$ cat src/rtl/memory_stage.sv
`default_nettype none
// ============================================================================
// memory_stage : pipeline MEM stage with request/ready data bus, stall and timeout
// Revision     : 1.0 - initial release
// ============================================================================
module memory_stage #(
    parameter int BASE_ADDR = 1024,
    parameter int TIMEOUT   = 15
) (
    input  logic        clk,
    input  logic        rst,
    input  logic        writebackEnabledIn,
    input  logic        memoryReadEnabledIn,
    input  logic        memoryWriteEnabledIn,
    input  logic [31:0] aluResultIn,
    input  logic [31:0] valRmIn,
    input  logic [3:0]  destinationIn,
    output logic        writebackEnabled,
    output logic        memoryReadEnabled,
    output logic [31:0] aluResult,
    output logic [3:0]  destination,
    output logic [31:0] memoryResult,
    output logic        freeze,
    output logic        busError,
    output logic        memReq,
    output logic        memWe,
    output logic [31:0] memAddr,
    output logic [31:0] memWdata,
    input  logic        memReady,
    input  logic [31:0] memRdata
);

    localparam int CNT_W = (TIMEOUT < 1) ? 1 : $clog2(TIMEOUT + 1);
    localparam logic [CNT_W-1:0] TIMEOUT_CNT = CNT_W'(TIMEOUT);
    localparam logic [31:0]      BASE_VEC    = 32'(BASE_ADDR);

    typedef enum logic [1:0] {
        IDLE = 2'd0,
        REQ  = 2'd1,
        DONE = 2'd2
    } state_t;

    state_t            state_q, state_d;
    logic [CNT_W-1:0]  wait_cnt_q, wait_cnt_d;
    logic [31:0]       mem_result_q, mem_result_d;
    logic [31:0]       mem_addr_q, mem_addr_d;
    logic [31:0]       mem_wdata_q, mem_wdata_d;
    logic              mem_we_q, mem_we_d;
    logic              bus_error_q, bus_error_d;
    logic              w_access;
    logic [31:0]       w_offset;

    assign w_access = memoryReadEnabledIn | memoryWriteEnabledIn;
    assign w_offset = aluResultIn - BASE_VEC;

    always_comb begin
        state_d      = state_q;
        wait_cnt_d   = wait_cnt_q;
        mem_result_d = mem_result_q;
        mem_addr_d   = mem_addr_q;
        mem_wdata_d  = mem_wdata_q;
        mem_we_d     = mem_we_q;
        bus_error_d  = bus_error_q;
        case (state_q)
            IDLE: begin
                if (w_access) begin
                    state_d     = REQ;
                    mem_addr_d  = {w_offset[31:2], 2'b00};
                    mem_wdata_d = valRmIn;
                    // A simultaneous read+write request is treated as a pure store
                    mem_we_d    = memoryWriteEnabledIn;
                end
            end
            REQ: begin
                if (memReady) begin
                    state_d = DONE;
                    if (!mem_we_q) begin
                        mem_result_d = memRdata;
                    end
                end else if (wait_cnt_q == TIMEOUT_CNT) begin
                    state_d     = DONE;
                    bus_error_d = 1'b1;
                    if (!mem_we_q) begin
                        mem_result_d = '0;
                    end
                end else begin
                    wait_cnt_d = wait_cnt_q + CNT_W'(1);
                end
            end
            DONE: begin
                state_d    = IDLE;
                wait_cnt_d = '0;
            end
            default: begin
                state_d    = IDLE;
                wait_cnt_d = '0;
            end
        endcase
    end

    always_ff @(posedge clk or negedge rst) begin
        if (!rst) begin
            state_q      <= IDLE;
            wait_cnt_q   <= '0;
            mem_result_q <= '0;
            mem_addr_q   <= '0;
            mem_wdata_q  <= '0;
            mem_we_q     <= 1'b0;
            bus_error_q  <= 1'b0;
        end else begin
            state_q      <= state_d;
            wait_cnt_q   <= wait_cnt_d;
            mem_result_q <= mem_result_d;
            mem_addr_q   <= mem_addr_d;
            mem_wdata_q  <= mem_wdata_d;
            mem_we_q     <= mem_we_d;
            bus_error_q  <= bus_error_d;
        end
    end

    // Stall decoded from state so an async reset releases the bus immediately
    assign freeze            = ((state_q == IDLE) && w_access) || (state_q == REQ);
    assign memReq            = (state_q == REQ);
    assign memWe             = mem_we_q;
    assign memAddr           = mem_addr_q;
    assign memWdata          = mem_wdata_q;
    assign memoryResult      = mem_result_q;
    assign busError          = bus_error_q;
    assign writebackEnabled  = writebackEnabledIn;
    assign memoryReadEnabled = memoryReadEnabledIn;
    assign aluResult         = aluResultIn;
    assign destination       = destinationIn;

endmodule
`default_nettype wire

$ cat config.mk
export PLATFORM = sky130hd
export DESIGN_NAME = memory_stage
export DESIGN_NICKNAME = d
export VERILOG_FILES = /design/src/rtl/memory_stage.sv
export SDC_FILE = /design/constraint.sdc
export NUM_CORES = 1
export LEC_CHECK = 0
export ABC_AREA = 0
export BUFFER_PORTS_ARGS = -buffer_cell sky130_fd_sc_hd__buf_2
export CAP_MARGIN = 20
export CORE_MARGIN = 2
export CORE_UTILIZATION = 29
export DETAILED_ROUTE_END_ITERATION = 7
export PLACE_DENSITY = 0.69
export SLEW_MARGIN = 30
export SYNTH_ARGS = -nofsm -noshare
export SYNTH_HDL_FRONTEND = slang
export SYNTH_SLANG_ARGS = --single-unit
$ cat constraint.sdc
create_clock -name clk -period 1.62 [get_ports clk]
set_input_delay 0.081 -clock clk [delete_from_list [all_inputs] [get_ports clk]]
set_output_delay 0.081 -clock clk [all_outputs]
set_load 0.05 [all_outputs]
# Word-level counts from Yosys, hierarchy flattened
# Cells that the tools add are included.
totals:
  inputBits: 106
  word_cells: 39
  register_bits: 102
  romBits: 0
  n_memories: 0
  latch_bits: 0
  ram_bits: 0
  output_inout_bits: 138
classes:
  order_cmp: 0
  shifts: 0
  multipliers: 0
  n_mux: 11
  n_reduce_logical: 9
  bitwise_logic: 4
  n_div: 0
  add_sub_neg: 2
  eq_ne: 6
op_table:
  columns: ["cell", "count"]
  rows:
  - ["two-way mux 32 bit", 4]
  - ["subtractor 32 x 11 -> 32 bit (second input constant)", 1]
  - ["AND reduction 3 bit", 3]
  - ["two-way mux 4 bit", 2]
  - ["one-hot mux 4 bit (2 select lines)", 1]
  - ["two-way mux 2 bit", 3]
  - ["!= test 2 bit (second input constant)", 3]
  - ["adder 4 x 1 -> 4 bit (second input constant)", 1]
  - ["== test 4 bit (second input constant)", 1]
  - ["one-hot mux 2 bit (2 select lines)", 1]
  - ["AND reduction 2 bit", 2]
  - ["!= test 3 x 1 -> 1 bit (second input constant)", 1]
  - ["inverter 1 bit", 3]
  - ["== test 2 x 1 -> 1 bit (second input constant)", 1]
  - ["zero test 2 bit", 1]
  - ["nonzero test 2 bit", 1]
  - ["logical AND 1 bit", 1]
  - ["logical OR 1 bit", 1]
  - ["OR 1 bit", 1]

# Depth between registers and ports, before layout
depth:
  depth_word: 4
  ltp_mapped: 7
  depth_no_buf: 7

# Worst setup path after synthesis
# Ideal clock, no wire load.
synth_path:
  kind: "reg2reg"
  from: "register wait_cnt_q[0]"
  to: "register mem_result_q[0], in the netlist memoryResult[0]"
  path_slack_ns: -0.103
  stages_incl_launch_ff: 8
  required_ns: 1.554
  setup_ns: 0.066
  synth_period_minus_slack_ns: 1.723
  path_buffers: 2
  arrival_ns: 1.657
  cell_sequence: "dfrtp_1 > ha_1 > a31oi_1 > or3_1 > clkbuf_1 > clkbuf_1 > nand2_1 > nand2_1"
synth_via:
  elab_chain_cells: 3
synth_rtl:
  columns: ["element", "line", "text"]
  rows:
  - ["from (decl)", "44", "logic [CNT_W-1:0] wait_cnt_q, wait_cnt_d;"]
  - ["from (signal assigned)", "112", "wait_cnt_q <= wait_cnt_d;"]
  - ["== test 4 bit", "80", "end else if (wait_cnt_q == TIMEOUT_CNT) begin"]
  - ["nonzero test 2 bit (no source line)", null, null]
  - ["AND reduction 3 bit (no source line)", null, null]
  - ["to (signal assigned)", "113", "mem_result_q <= mem_result_d;"]
  - ["to (decl)", "45", "logic [31:0] mem_result_q, mem_result_d;"]
# No other way between the ends.
# A chain may end at the register's enable or synchronous reset.

# Worst setup path after layout
layout_path:
  from: "register wait_cnt_q[0]"
  to: "register mem_result_q[28], in the netlist memoryResult[28]"
# Same word-level chain as after synthesis.

==> results.tsv <==
metric	value	unit
grt_util_met1	16.9	%
power_density	2160	nW/um^2
cts_buffers	9	
fin_setup_tns	0	ns
final_hold_viol_count	0	
status	finished clean	
end_kind	flop	
dieHeight	129	um
yosysWarnings	0	
whs_endpoint	memoryResult[29]$_DFFE_PN0P_	
finClkSkew	0.00438	ns
final_nets	816	
cts.clk_slew.worst_paths	0.07	ns
slew_violations	0	
min_from	memRdata[29]	
layout_commonest_cell	buf_2	
yosys.area.top_type_share	56.3	%
hold_ws	0.0151	ns
setup_ws	0.0808	ns
wl	12.4	mm
crit_type	flop to flop	
grt_busiest_layer	met2	
final_cell_mix	225 x buf_2, 102 x dfrtp_1, 94 x nand2_1	
via_per_inst	4.32	
async_flop_share	100	%
fin_crit_sh	95.0	%
grtUsageMet2	26.8	%
synth_ff_type	dfrtp_1	
num_io_pins	244	
die_area	16700	um^2
period_needed	1.54	ns
drv_cap	0	
numClockSinks	102	
synth_top_cell_by_area	dfrtp_1	
grt-ovfl-total	0	
cp_max_fo	32	
clkLatencyLatePin	0.34	ns
first_iter_violations	117	
cts_tree	yes	
setup_violations	0	
io_buffer_count	227	
worst_ep_required_time	1.85	ns
regToRegSetupSlack	0.08	ns
drt_first_pass_iters	4	
dp_hpwl	8.50	mm
via_count	3994	
row_count	45	
core-area	15300	um^2
dp_slack	-0.160	ns
antennaDiodeCount	0	
clock_path_buffers	2	
grt.total_usage	15.1	%
final_util	45.5	%
max_clock_freq	650	MHz
yosysUniqueCellTypes	34	
antenna_found_initial	0	
drc	0	
die_w	129	um
drive_gt1_share	46.3	%
path_cells	ha_2, a31oi_2, or3_1, buf_12, nand2_1, nand2_1	
critical_path_arrival	1.77	ns
hold_class	input pin to flop	
grt_pass1_vias	4128	
antenna_left	0	
cts_root_buf	clkbuf_16	
critical_path.top_delay_family	simple AND/OR/NAND/NOR gates	
p_leak	3.54	nW
synth_seq_area_share	56.3	%
rr_worst_depth	6	
synthCells	424	
crit_path_top_delay_cell	dfrtp_1	
cts_htree_levels	3	
max_stage_delay	0.38	ns
start_kind	flop	
ys_ff_latch	102	
synth_area	4540	um^2
grt_pass1_wl	19.9	mm
instances_no_fill	924	
initial_core_util	29.7	%
hold_depth	3	
r2r_start	wait_cnt_q[0]$_DFFE_PN0P_	
area_growth	53.0	%
peakVddDrop	1.18	mV
grt_use_met3	5.41	%
synth_edf_count	0	
worst-path-buf-inv	1	
wire_per_inst	13.4	um
placedCellCount	836	
grt_max_degree	52	
avgSynthCellArea	10.7	um^2
gp_congestion	0.804	
synth_area_leaders	dfrtp_1 56%, mux2_2 9.9%, nand2_1 7.8%, buf_4 6.6%, nand3_1 3.9%	
rr_endpoint	memoryResult[28]$_DFFE_PN0P_	
crit_top_cell	nand2_1	
[state kept, by name, indices dropped and copies added (netlist names)]
register / count
memAddr: 30
state_q: 2
wait_cnt_q: 4
memoryResult: 32
busError: 1
memWdata: 32
memWe: 1
[cells in the mapped netlist, types with 2 or more instances]
cell / instances
xnor2_1: 13
a21oi_1: 3
or3_1: 3
clkbuf_1: 19
dfrtp_1: 102
nor3_1: 6
ha_1: 2
mux2_2: 40
nor4_1: 3
inv_1: 4
nor2_1: 11
o21ai_0: 19
buf_4: 40
o21ai_1: 4
nor4_2: 2
nor2b_1: 2
nand2_1: 94
xor2_1: 7
nand3_1: 35
[stage by stage]
stage                     instance area [um^2]  total power, mW
final                                     6940             15.0
after global routing                      6940             15.8
after CTS                                 6930             15.1
after detailed placement                  5890             12.6
after global placement                    5890             12.5
after floorplan                           4550             10.5
[layout make-up]
| class | instances | area, um^2 |
|---|---|---|
| multi-input cells | 259 | 1630 |
| repair buffers | 332 | 2160 |
| clock buffers | 11 | 253 |
| well taps | 211 | 264 |
| clock inverters | 5 | 66.3 |
| fillers | 1427 | 8320 |
| inverters | 4 | 15.0 |
| flip-flops and latches | 102 | 2550 |
[power by group]
part           switching (mW)  internal [mW]
clock                   0.967           1.30
combinational            6.15           2.20
sequential              0.613           3.76
total                    7.73           7.25
[layer usage]
layer	part of all wire, %	wire length [um]
met3	8.1	1000
met5	0	0
met2	51	6280
met4	1.9	229
met1	39	4860
[timing repair]
| action | in CTS | in global routing |
|---|---|---|
| buffers inserted | 0 | 1 |
| hold buffers | 71 | 0 |
| endpoints found under the hold margin | 96 | 0 |
| setup endpoints to repair | 1 | 33 |
| resized for setup | 3 | 2 |
[logic make-up (layout without fill, tap and decap cells)]
logic type / count (synthesis) / count (layout) / synth area share (%)
adders and majority gates: 2 / 2 / 0.552
DFF: 102 / 102 / 56.3
AOI/OAI and AO/OA: 32 / 32 / 3.97
muxes: 40 / 40 / 9.93
other: 1 / 2 / 0.0827
buffers and inverters: 64 / 352 / 8.63
xor gates and xnor gates: 20 / 20 / 3.86
and+or+nand+nor: 163 / 163 / 16.7
[tightest hold or removal path, cell delays in order]
cell and delay [ns]:
buf_2 0.09, nand3_1 0.08, nand2_1 0.07
[worst max-delay path by stage]
stage / start / cells past startpoint / slack [ns] / to
floorplan: wait_cnt_q[0]$_DFFE_PN0P_ / 7 / -0.01 / memoryResult[0]$_DFFE_PN0P_
global placement: aluResultIn[10] / 8 / -0.14 / memAddr[26]$_DFFE_PN0P_
detailed placement: aluResultIn[10] / 8 / -0.16 / memAddr[26]$_DFFE_PN0P_
CTS: state_q[0]$_DFFE_PN0P_ / 5 / 0.04 / freeze
global route: wait_cnt_q[1]$_DFFE_PN0P_ / 6 / -0.001 / memoryResult[23]$_DFFE_PN0P_
finish: wait_cnt_q[0]$_DFFE_PN0P_ / 6 / 0.08 / memoryResult[28]$_DFFE_PN0P_
Note: power is estimated with default switching activity, not from simulation.
